### config.mk
export PLATFORM = sky130hd
export DESIGN_NAME = dmem_arbiter
export DESIGN_NICKNAME = d
export VERILOG_FILES = /design/src/rtl/dmem_arbiter.sv
export SDC_FILE = /design/constraint.sdc
export NUM_CORES = 1
export LEC_CHECK = 0
export ABC_AREA = 0
export CAP_MARGIN = 20
export CORE_AREA = 5 5 114 116
export CTS_CLUSTER_SIZE = 20
export DETAILED_ROUTE_END_ITERATION = 6
export DIE_AREA = 0 0 119 121
export PLACE_DENSITY = 0.77
export SYNTH_ARGS = -nofsm -noshare
export SYNTH_HDL_FRONTEND = slang
export SYNTH_SLANG_ARGS = --single-unit
export TNS_END_PERCENT = 30
### constraint.sdc
create_clock -name clk -period 2.52 [get_ports clk]
set_input_delay 0.504 -clock clk [delete_from_list [all_inputs] [get_ports clk]]
set_output_delay 0.504 -clock clk [all_outputs]
set_load 0.02 [all_outputs]
### src/rtl/dmem_arbiter.sv
// dmem_arbiter: shares the single data-memory port between the CPU MEM stage and a debug/DMA port.
// Latency: writes ack in the issue cycle, reads ack one cycle after issue (synchronous memory).
// Backpressure: a losing or read-pending port gets no ack (CPU sees c_stall); debug is forced through after STARVE_MAX denials.
module dmem_arbiter #(
  parameter int DW         = 32,
  parameter int AW         = 32,
  parameter int STARVE_MAX = 8
) (
  input  logic          clk,
  input  logic          rst,
  // CPU MEM-stage port
  input  logic          c_req,
  input  logic          c_we,
  input  logic [AW-1:0] c_addr,
  input  logic [DW-1:0] c_wd,
  output logic [DW-1:0] c_rd,
  output logic          c_ack,
  output logic          c_stall,
  // debug / DMA port
  input  logic          d_req,
  input  logic          d_we,
  input  logic [AW-1:0] d_addr,
  input  logic [DW-1:0] d_wd,
  output logic [DW-1:0] d_rd,
  output logic          d_ack,
  // data memory port
  output logic          m_en,
  output logic          m_we,
  output logic [AW-1:0] m_addr,
  output logic [DW-1:0] m_wd,
  input  logic [DW-1:0] m_rd
);

  localparam logic [7:0] STARVE_LIM = 8'(STARVE_MAX);

  // a set pend flag means that port's read data arrives on m_rd this cycle
  logic          c_pend;
  logic          d_pend;
  logic [7:0]    starve_cnt;
  logic [DW-1:0] c_rd_q;
  logic [DW-1:0] d_rd_q;

  logic          c_elig;
  logic          d_elig;
  logic          gnt_c;
  logic          gnt_d;

  // Grant selection: starved debug first, then CPU, then debug
  always_comb begin
    c_elig = c_req & ~c_pend;
    d_elig = d_req & ~d_pend;
    gnt_d  = d_elig & ((starve_cnt == STARVE_LIM) | ~c_elig);
    gnt_c  = c_elig & ~gnt_d;
  end

  // Memory-side mux; idle cycles drive a quiet all-zero command
  always_comb begin
    m_en   = gnt_c | gnt_d;
    m_we   = 1'b0;
    m_addr = '0;
    m_wd   = '0;
    if (gnt_d) begin
      m_we   = d_we;
      m_addr = d_addr;
      m_wd   = d_wd;
    end else if (gnt_c) begin
      m_we   = c_we;
      m_addr = c_addr;
      m_wd   = c_wd;
    end
  end

  // Requester responses: writes ack on grant, reads ack in the response slot
  always_comb begin
    c_ack   = c_pend | (gnt_c & c_we);
    d_ack   = d_pend | (gnt_d & d_we);
    c_rd    = c_pend ? m_rd : c_rd_q;
    d_rd    = d_pend ? m_rd : d_rd_q;
    c_stall = c_req & ~c_ack;
  end

  // Outstanding-read tracking and read-data hold registers
  always_ff @(posedge clk or negedge rst) begin
    if (!rst) begin
      c_pend <= 1'b0;
      d_pend <= 1'b0;
      c_rd_q <= '0;
      d_rd_q <= '0;
    end else begin
      // a granted port is never pending, so the flag lives exactly one cycle
      c_pend <= gnt_c & ~c_we;
      d_pend <= gnt_d & ~d_we;
      if (c_pend) c_rd_q <= m_rd;
      if (d_pend) d_rd_q <= m_rd;
    end
  end

  // Debug starvation counter: counts eligible-but-denied cycles, saturating
  always_ff @(posedge clk or negedge rst) begin
    if (!rst) begin
      starve_cnt <= '0;
    end else if (!d_req || gnt_d) begin
      starve_cnt <= '0;
    end else if (d_elig && (starve_cnt != STARVE_LIM)) begin
      starve_cnt <= starve_cnt + 8'd1;
    end
  end

endmodule

==> qor.csv, run 1 <==
stage;metric;value;unit
outcome;status;complete, but fails checks;
outcome;violations;negative setup slack;
global_route;grt_antenna_before_repair;3;
critical_path;reg2reg_from;starve_cnt[0]$_DFFE_PN0P_;
logic_synthesis;yosysTopAreaCellShare;0.516;
worst_hold_path;hp-class;input port to async pin;
routing;totalWireLength;17200;um
placement;place.port_buffers;298;
global_route;grt-ovfl-total;0;
clocking;hold_buffers;0;
layout;final_core_util;0.629;
sta;min_period;2.60;ns
routing;dr.pass1.iters;4;
critical_path;cp.arrival;2.09;ns
floorplan;ios;299;
layout;final_cells;747;
sta;hold-worst-slack;0.195;ns
sta;slew_viol_final;0;
layout;layout-drive-gt1-share;0.329;
logic_synthesis;yosys-top-cells-area;dfrtp_1, mux2_2, a22o_1;
critical_path;end_kind;output port;
logic_synthesis;synth_cells;271;
floorplan;initial_core_util;0.304;
global_route;grt_pass1_vias;3989;
routing;antenna_left;0;
logic_synthesis;avgSynthCellArea;13.2;um^2
sta;setup_violations;65;
critical_path;path_class;flip-flop to output port;
floorplan;die_x;119;um
routing;drcViolationCount;0;
routing;routed_wire_length_per_instance;23.0;um
logic_synthesis;yosys.area.top_type;dfrtp_1;
placement;dp_hpwl;13300;um
routing;viasPerCell;4.95;
routing;drt_iter0_drc;133;
sta;hold_viol;0;
flow_run;drv_cap;0;
logic_synthesis;yosys_warnings;0;
logic_synthesis;ys_ff_latch;74;
clocking;cts_made_buffers;9;
sta;fmax;0.385;GHz
floorplan;die_area;14400;um^2
layout;area_growth;107;%
power;total_power;4.67;mW
sta;layout_setup_ws;-0.0763;ns
power;p_per_area;629;nW/um^2
clocking;clock-root-buffer;clkbuf_16;
logic_synthesis;syn_nets;439;
sta;maxSlewHeadroom;0.601;
layout;final_nets;763;
critical_path;worst_setup_path_start_kind;flip-flop;
floorplan;rows;40;
routing;vias;3694;
clocking;worstSkewPairLatency;0.33;ns
placement;post-place-ws;-0.477;ns
clocking;cts.path.max_buffers;2;
global_route;grtUsageTotal;0.224;
floorplan;core-area;11800;um^2
power;p_leak;3.22;nW
sta;final_min_period_over_clock_period;1.03;
clocking;cts_tree;built;
sta;tightest_slew;0.592;ns
placement;numPlacedInstances;718;
logic_synthesis;syn_area;3590;um^2
sta;rsz0062_at_grt;yes;
critical_path;r2r-end;starve_cnt[7]$_DFFE_PN0P_;
critical_path;cp.required;2.02;ns
global_route;grt_max_degree;75;
power;peakVddDrop;0.524;mV
logic_synthesis;synthDistinctLibCells;30;
placement;gp_congestion;0.947;
critical_path;reg2reg_depth;7;
sta;fin_skew;0.00577;ns
clocking;cts.sinks;74;
clocking;htree_levels;3;
critical_path;reg2reg_slack;0.57;ns
floorplan;die_h;121;um
critical_path;critPathMaxFanout;9;
global_route;grt_pass1_wl;24600;um
clocking;clk_pin_slew;0.06;ns
logic_synthesis;ys_seq_area_frac;0.516;
==> state kept, by name, indices dropped and copies added (netlist names) <==
| register | cells |
|---|---|
| c_pend | 1 |
| d_pend | 1 |
| c_rd_q | 32 |
| d_rd_q | 32 |
| starve_cnt | 8 |
==> cell usage after synthesis <==
master,count
dfrtp_1,74
a22o_1,65
mux2_2,64
nand2_1,7
buf_2,6
buf_6,6
clkbuf_1,5
nor2_1,5
xor2_1,5
buf_1,3
inv_1,3
nand4_1,3
o21ai_0,3
a21o_1,2
and3_1,2
buf_4,2
ha_1,2
nand2b_1,2
a211oi_1,1
a21oi_1,1
a21oi_2,1
a31oi_1,1
a41oi_1,1
a41oi_2,1
and3b_1,1
nand3_1,1
nor2_2,1
nor2b_1,1
nor3_1,1
nor4_4,1
==> cell type report <==
class,instances,area (um^2)
Tap cell,147,184
Fill cell,965,4390
Clock buffer,12,267
Multi-Input combinational cell,172,1630
Antenna cell,1,2.50
Timing Repair Buffer,335,3430
Clock inverter,3,46.3
Sequential cell,74,1850
Inverter,3,11.3
==> per-layer routing <==
layer / share of wire / routed length, um / global-route usage / vias up
li1: - / - / - / 1680
met1: 0.36 / 6200 / 0.239 / 1791
met2: 0.51 / 8690 / 0.394 / 190
met3: 0.10 / 1740 / 0.102 / 29
met4: 0.030 / 519 / 0.0746 / 4
met5: 0.0016 / 27 / 0 / -
==> critical path, stage by stage (launching register included) <==
cell and delay (ns):
dfrtp_1 0.36, inv_2 0.05, ha_2 0.16, and3b_2 0.26, a21oi_4 0.17, nor2_4 0.06
buf_12 0.15, buf_12 0.14, a22o_1 0.25, buf_2 0.16
==> worst max-delay path by stage <==
stage | from | end | slack, ns | cells past startpoint
after global placement | c_req | m_addr[28] | -0.45 | 6
after floorplan | starve_cnt[0]$_DFFE_PN0P_ | c_stall | 0.36 | 7
after detailed placement | c_req | m_addr[27] | -0.48 | 6
after global routing | starve_cnt[5]$_DFFE_PN0P_ | m_addr[27] | -0.14 | 8
after CTS | starve_cnt[6]$_DFFE_PN0P_ | m_addr[25] | -0.11 | 7
final | starve_cnt[0]$_DFFE_PN0P_ | m_addr[27] | -0.08 | 9
==> cells in the final DEF (no fill, tap or decap), drive strengths merged <==
cell type      netlist  layout
nor2                 6       6
a211oi               1       1
nand2b               2       2
a31oi                1       1
clkbuf               5      15
nor2b                1       1
clkinvlp             0       1
inv                  3       4
a21o                 2       2
a41oi                2       2
diode                0       1
a22o                65      65
dfrtp               74      74
nand3                1       1
a21oi                2       2
mux2                64      64
ha                   2       2
bufinv               0       1
clkdlybuf4s50        0     228
xor2                 5       5
o21ai                3       3
nor4                 1       1
nand4                3       3
nand2                7       7
and3b                1       1
nor3                 1       1
and3                 2       2
buf                 17     104
==> per-stage QoR <==
step / cell area (um^2) / TNS, ns
2_1_floorplan: 3590 / 0
4_1_cts: 6970 / -0.286
6_report: 7420 / -2.79
3_3_place_gp: 6850 / -23.46
3_5_place_dp: 6850 / -24.92
5_1_grt: 7420 / -7.52
==> timing repair <==
item                                    in CTS  in global routing
endpoints found under the setup margin     132                126
resized for setup                          278                102
gates cloned                                 0                  5
pin swaps                                    5                 29
setup buffers                                3                  6
==> logic make-up (layout without fill, tap and decap cells) <==
logic type,count (synthesis),count (layout),share of synthesized area
buffers and inverters,25,353,0.0429
adder cells (fa/ha/maj),2,2,0.00697
flip-flops,74,74,0.516
AND/OR/NAND/NOR,25,25,0.0394
XOR/XNOR,5,5,0.0122
AO/OA/AOI/OAI,76,76,0.182
other,0,1,0
multiplexers,64,64,0.201
==> where the power goes <==
part | switching [mW] | internal, mW | leakage, nW
Clock | 0.473 | 0.845 | 0.151
Combinational | 0.880 | 1.03 | 2.17
Sequential | 0.0499 | 1.39 | 0.892
Total | 1.40 | 3.27 | 3.22
Power figures use the tool's default switching activity.
==> run 2: changes to the inputs <==
--- a/config.mk
+++ b/config.mk
@@ -13,2 +13,3 @@
 export DIE_AREA = 0 0 119 121
+export GPL_ROUTABILITY_DRIVEN = 0
 export PLACE_DENSITY = 0.77
--- a/constraint.sdc
+++ b/constraint.sdc
@@ -3,2 +3,2 @@
 set_output_delay 0.504 -clock clk [all_outputs]
-set_load 0.02 [all_outputs]
+set_load 0.05 [all_outputs]
==> run 2 against run 1 <==
Net effect:
- the flow still finishes with violations (negative setup slack)
- clock skew fell by 0.0012 ns
- highest routed layer is now met4
- largest power group unchanged
- wire length up 19%
- via count up 5.5%
- die area is the same
==> qor.csv, run 2 (synthesized netlist as in run 1, its figures left out) <==
stage;metric;value;unit;change
routing;routed_wire_length_per_instance;27.3;um;+19%
layout;final_common_cell;clkdlybuf4s50_1;;
routing;vias;3898;;+5.5%
routing;viasPerCell;5.21;;+5.4%
floorplan;ios;299;;unchanged
clocking;worstSkewPairLatency;0.33;ns;about the same
sta;layout_setup_ws;-0.189;ns;-0.112 ns
critical_path;cp.arrival;2.20;ns;+0.11 ns
power;p_leak;4.06;nW;+26%
global_route;grtUsageTotal;0.258;;+0.0335
global_route;grt_pass1_wl;28000;um;+13%
sta;tightest_slew;0.559;ns;-0.0334 ns
clocking;cts_made_buffers;9;;unchanged
sta;min_period;2.71;ns;+0.112 ns
routing;drcViolationCount;0;;unchanged
routing;dr.pass1.iters;4;;unchanged
critical_path;path_class;flip-flop to output port;;
layout;register_area;1850;um^2;about the same
placement;post-place-ws;-0.0677;ns;+0.409 ns
routing;drt_iter0_drc;234;;+76%
routing;totalWireLength;20400;um;+19%
global_route;grt_max_degree;55;;-27%
layout;multiInputGateArea;2170;um^2;+33%
critical_path;worst_setup_path_start_kind;flip-flop;;
sta;fmax;0.369;GHz;-4.1%
sta;maxSlewHeadroom;0.623;;+0.0225
layout;n_antenna_cell;0;;-1
global_route;grt_pass1_vias;4258;;+6.7%
placement;dp_hpwl;14000;um;+5.3%
floorplan;initial_core_util;0.304;;unchanged
sta;final_min_period_over_clock_period;1.07;;+0.0445
floorplan;core-area;11800;um^2;unchanged
sta;slew_viol_final;0;;unchanged
layout;layout-drive-gt1-share;0.541;;+0.212
routing;antenna_left;0;;unchanged
layout;area_growth;161;%;
floorplan;die_area;14400;um^2;unchanged
sta;hold_viol;0;;unchanged
power;p_per_area;684;nW/um^2;+8.6%
critical_path;cpMaxStageDelayCell;dfrtp_1;;
clocking;clock-root-buffer;clkbuf_16;;
critical_path;cp.required;2.02;ns;about the same
flow_run;drv_cap;0;;unchanged
sta;tns;-10.52;ns;-7.73 ns
critical_path;reg2reg_depth;7;;unchanged
clocking;htree_levels;3;;unchanged
power;total_power;6.39;mW;+37%
sta;fin_skew;0.00457;ns;-0.00121 ns
clocking;cts.path.max_buffers;2;;unchanged
layout;final_nets;764;;+0.13%
placement;place.port_buffers;298;;unchanged
outcome;violations;negative setup slack;;
clocking;cts.sinks;74;;unchanged
layout;final_cell_mix;clkdlybuf4s50_1, buf_12, dfrtp_1, mux2_2, a22o_4;;
critical_path;max_stage_delay;0.44;ns;+0.08 ns
sta;setup_violations;68;;+4.6%
layout;fill_cells;645;;-33%
clocking;clk_pin_slew;0.06;ns;about the same
power;peakVddDrop;0.599;mV;+14%
clocking;cts_tree;built;;
critical_path;path_cells;nor4_4 -> buf_4 -> a41oi_4 -> buf_8 -> clkbuf_16 -> a22o_4 -> buf_12;;
global_route;grt_antenna_before_repair;0;;-3
floorplan;die_x;119;um;unchanged
sta;rsz0062_at_grt;yes;;
floorplan;die_h;121;um;unchanged
floorplan;rows;40;;unchanged
sta;hold-worst-slack;0.133;ns;-0.0621 ns
worst_hold_path;hp-class;input port to async pin;;
global_route;grt-ovfl-total;0;;unchanged
critical_path;critPathMaxFanout;11;;+2
layout;reg.largest.list;c_rd_q x32, d_rd_q x32, starve_cnt x8;;
critical_path;end_kind;output port;;
outcome;status;complete, but fails checks;;
[run 2: changes by cell type in the layout (fill, tap and decap cells not counted), sizes merged]
cell / before / now
buf: 104 / 168
clkbuf: 15 / 14
clkdlybuf4s50: 228 / 164
clkinv: 0 / 3
diode: 1 / 0
[run 2: final timing paths]
path	start	to	slack (ns)
max in group asynchronous	rst	starve_cnt[6]$_DFFE_PN0P_	1.72
hold reg to reg	d_rd_q[19]$_DFF_PN0_	d_rd_q[19]$_DFF_PN0_	0.53
setup / recovery	starve_cnt[4]$_DFFE_PN0P_	m_wd[21]	-0.19
setup reg to reg	starve_cnt[0]$_DFFE_PN0P_	starve_cnt[7]$_DFFE_PN0P_	0.66
hold / removal	rst	c_rd_q[11]$_DFF_PN0_	0.13
min in group clk	d_rd_q[19]$_DFF_PN0_	d_rd_q[19]$_DFF_PN0_	0.53
[run 2: metal layers]
metal  global-route usage  part of all wire  vias to the layer above
li1                     -                 -                     1687
met5                    0                 0                        -
met3                0.100             0.099                       44
met1                0.268              0.32                     1939
met4                0.111             0.044                        0
met2                0.461              0.53                      228
[run 2: report_power, final]
group          internal, mW  switching, mW  leakage, nW
Clock                 0.795          0.500        0.149
Sequential             1.39         0.0577        0.890
Combinational          1.80           1.85         3.02
Total                  3.99           2.40         4.06
[run 2: what timing repair did]
item	4_1_cts	5_1_grt
setup endpoints to repair	68	68
buffers inserted	11	3
hold buffers	0	0
pin swaps	22	12
gates resized for setup	53	34
gates cloned	5	4
[run 2: layout make-up]
| type | count | area share |
|---|---|---|
| timing repair buffer | 336 | 0.516 |
| inverter | 3 | 0.00120 |
| clock buffer | 10 | 0.0256 |
| tap | 147 | 0.0197 |
| clock inverter | 6 | 0.00696 |
| multi-input combinational | 172 | 0.232 |
| sequential | 74 | 0.198 |
[run 2: critical path: cells and delay by family, from the launching register on]
kind	cells	cell delay [ns]
AOI/OAI and AO/OA	2	0.40
DFF	1	0.44
buffers and inverters	4	0.70
and+or+nand+nor	1	0.32
[run 2: stage by stage]
step / instance area [um^2] / utilization / std cells
2_1_floorplan: 3590 / - / 271
3_3_place_gp: 8120 / 0.687 / 710
3_5_place_dp: 8120 / 0.687 / 710
4_1_cts: 8970 / 0.760 / 742
5_1_grt: 9350 / 0.792 / 748
6_report: 9350 / 0.792 / 748
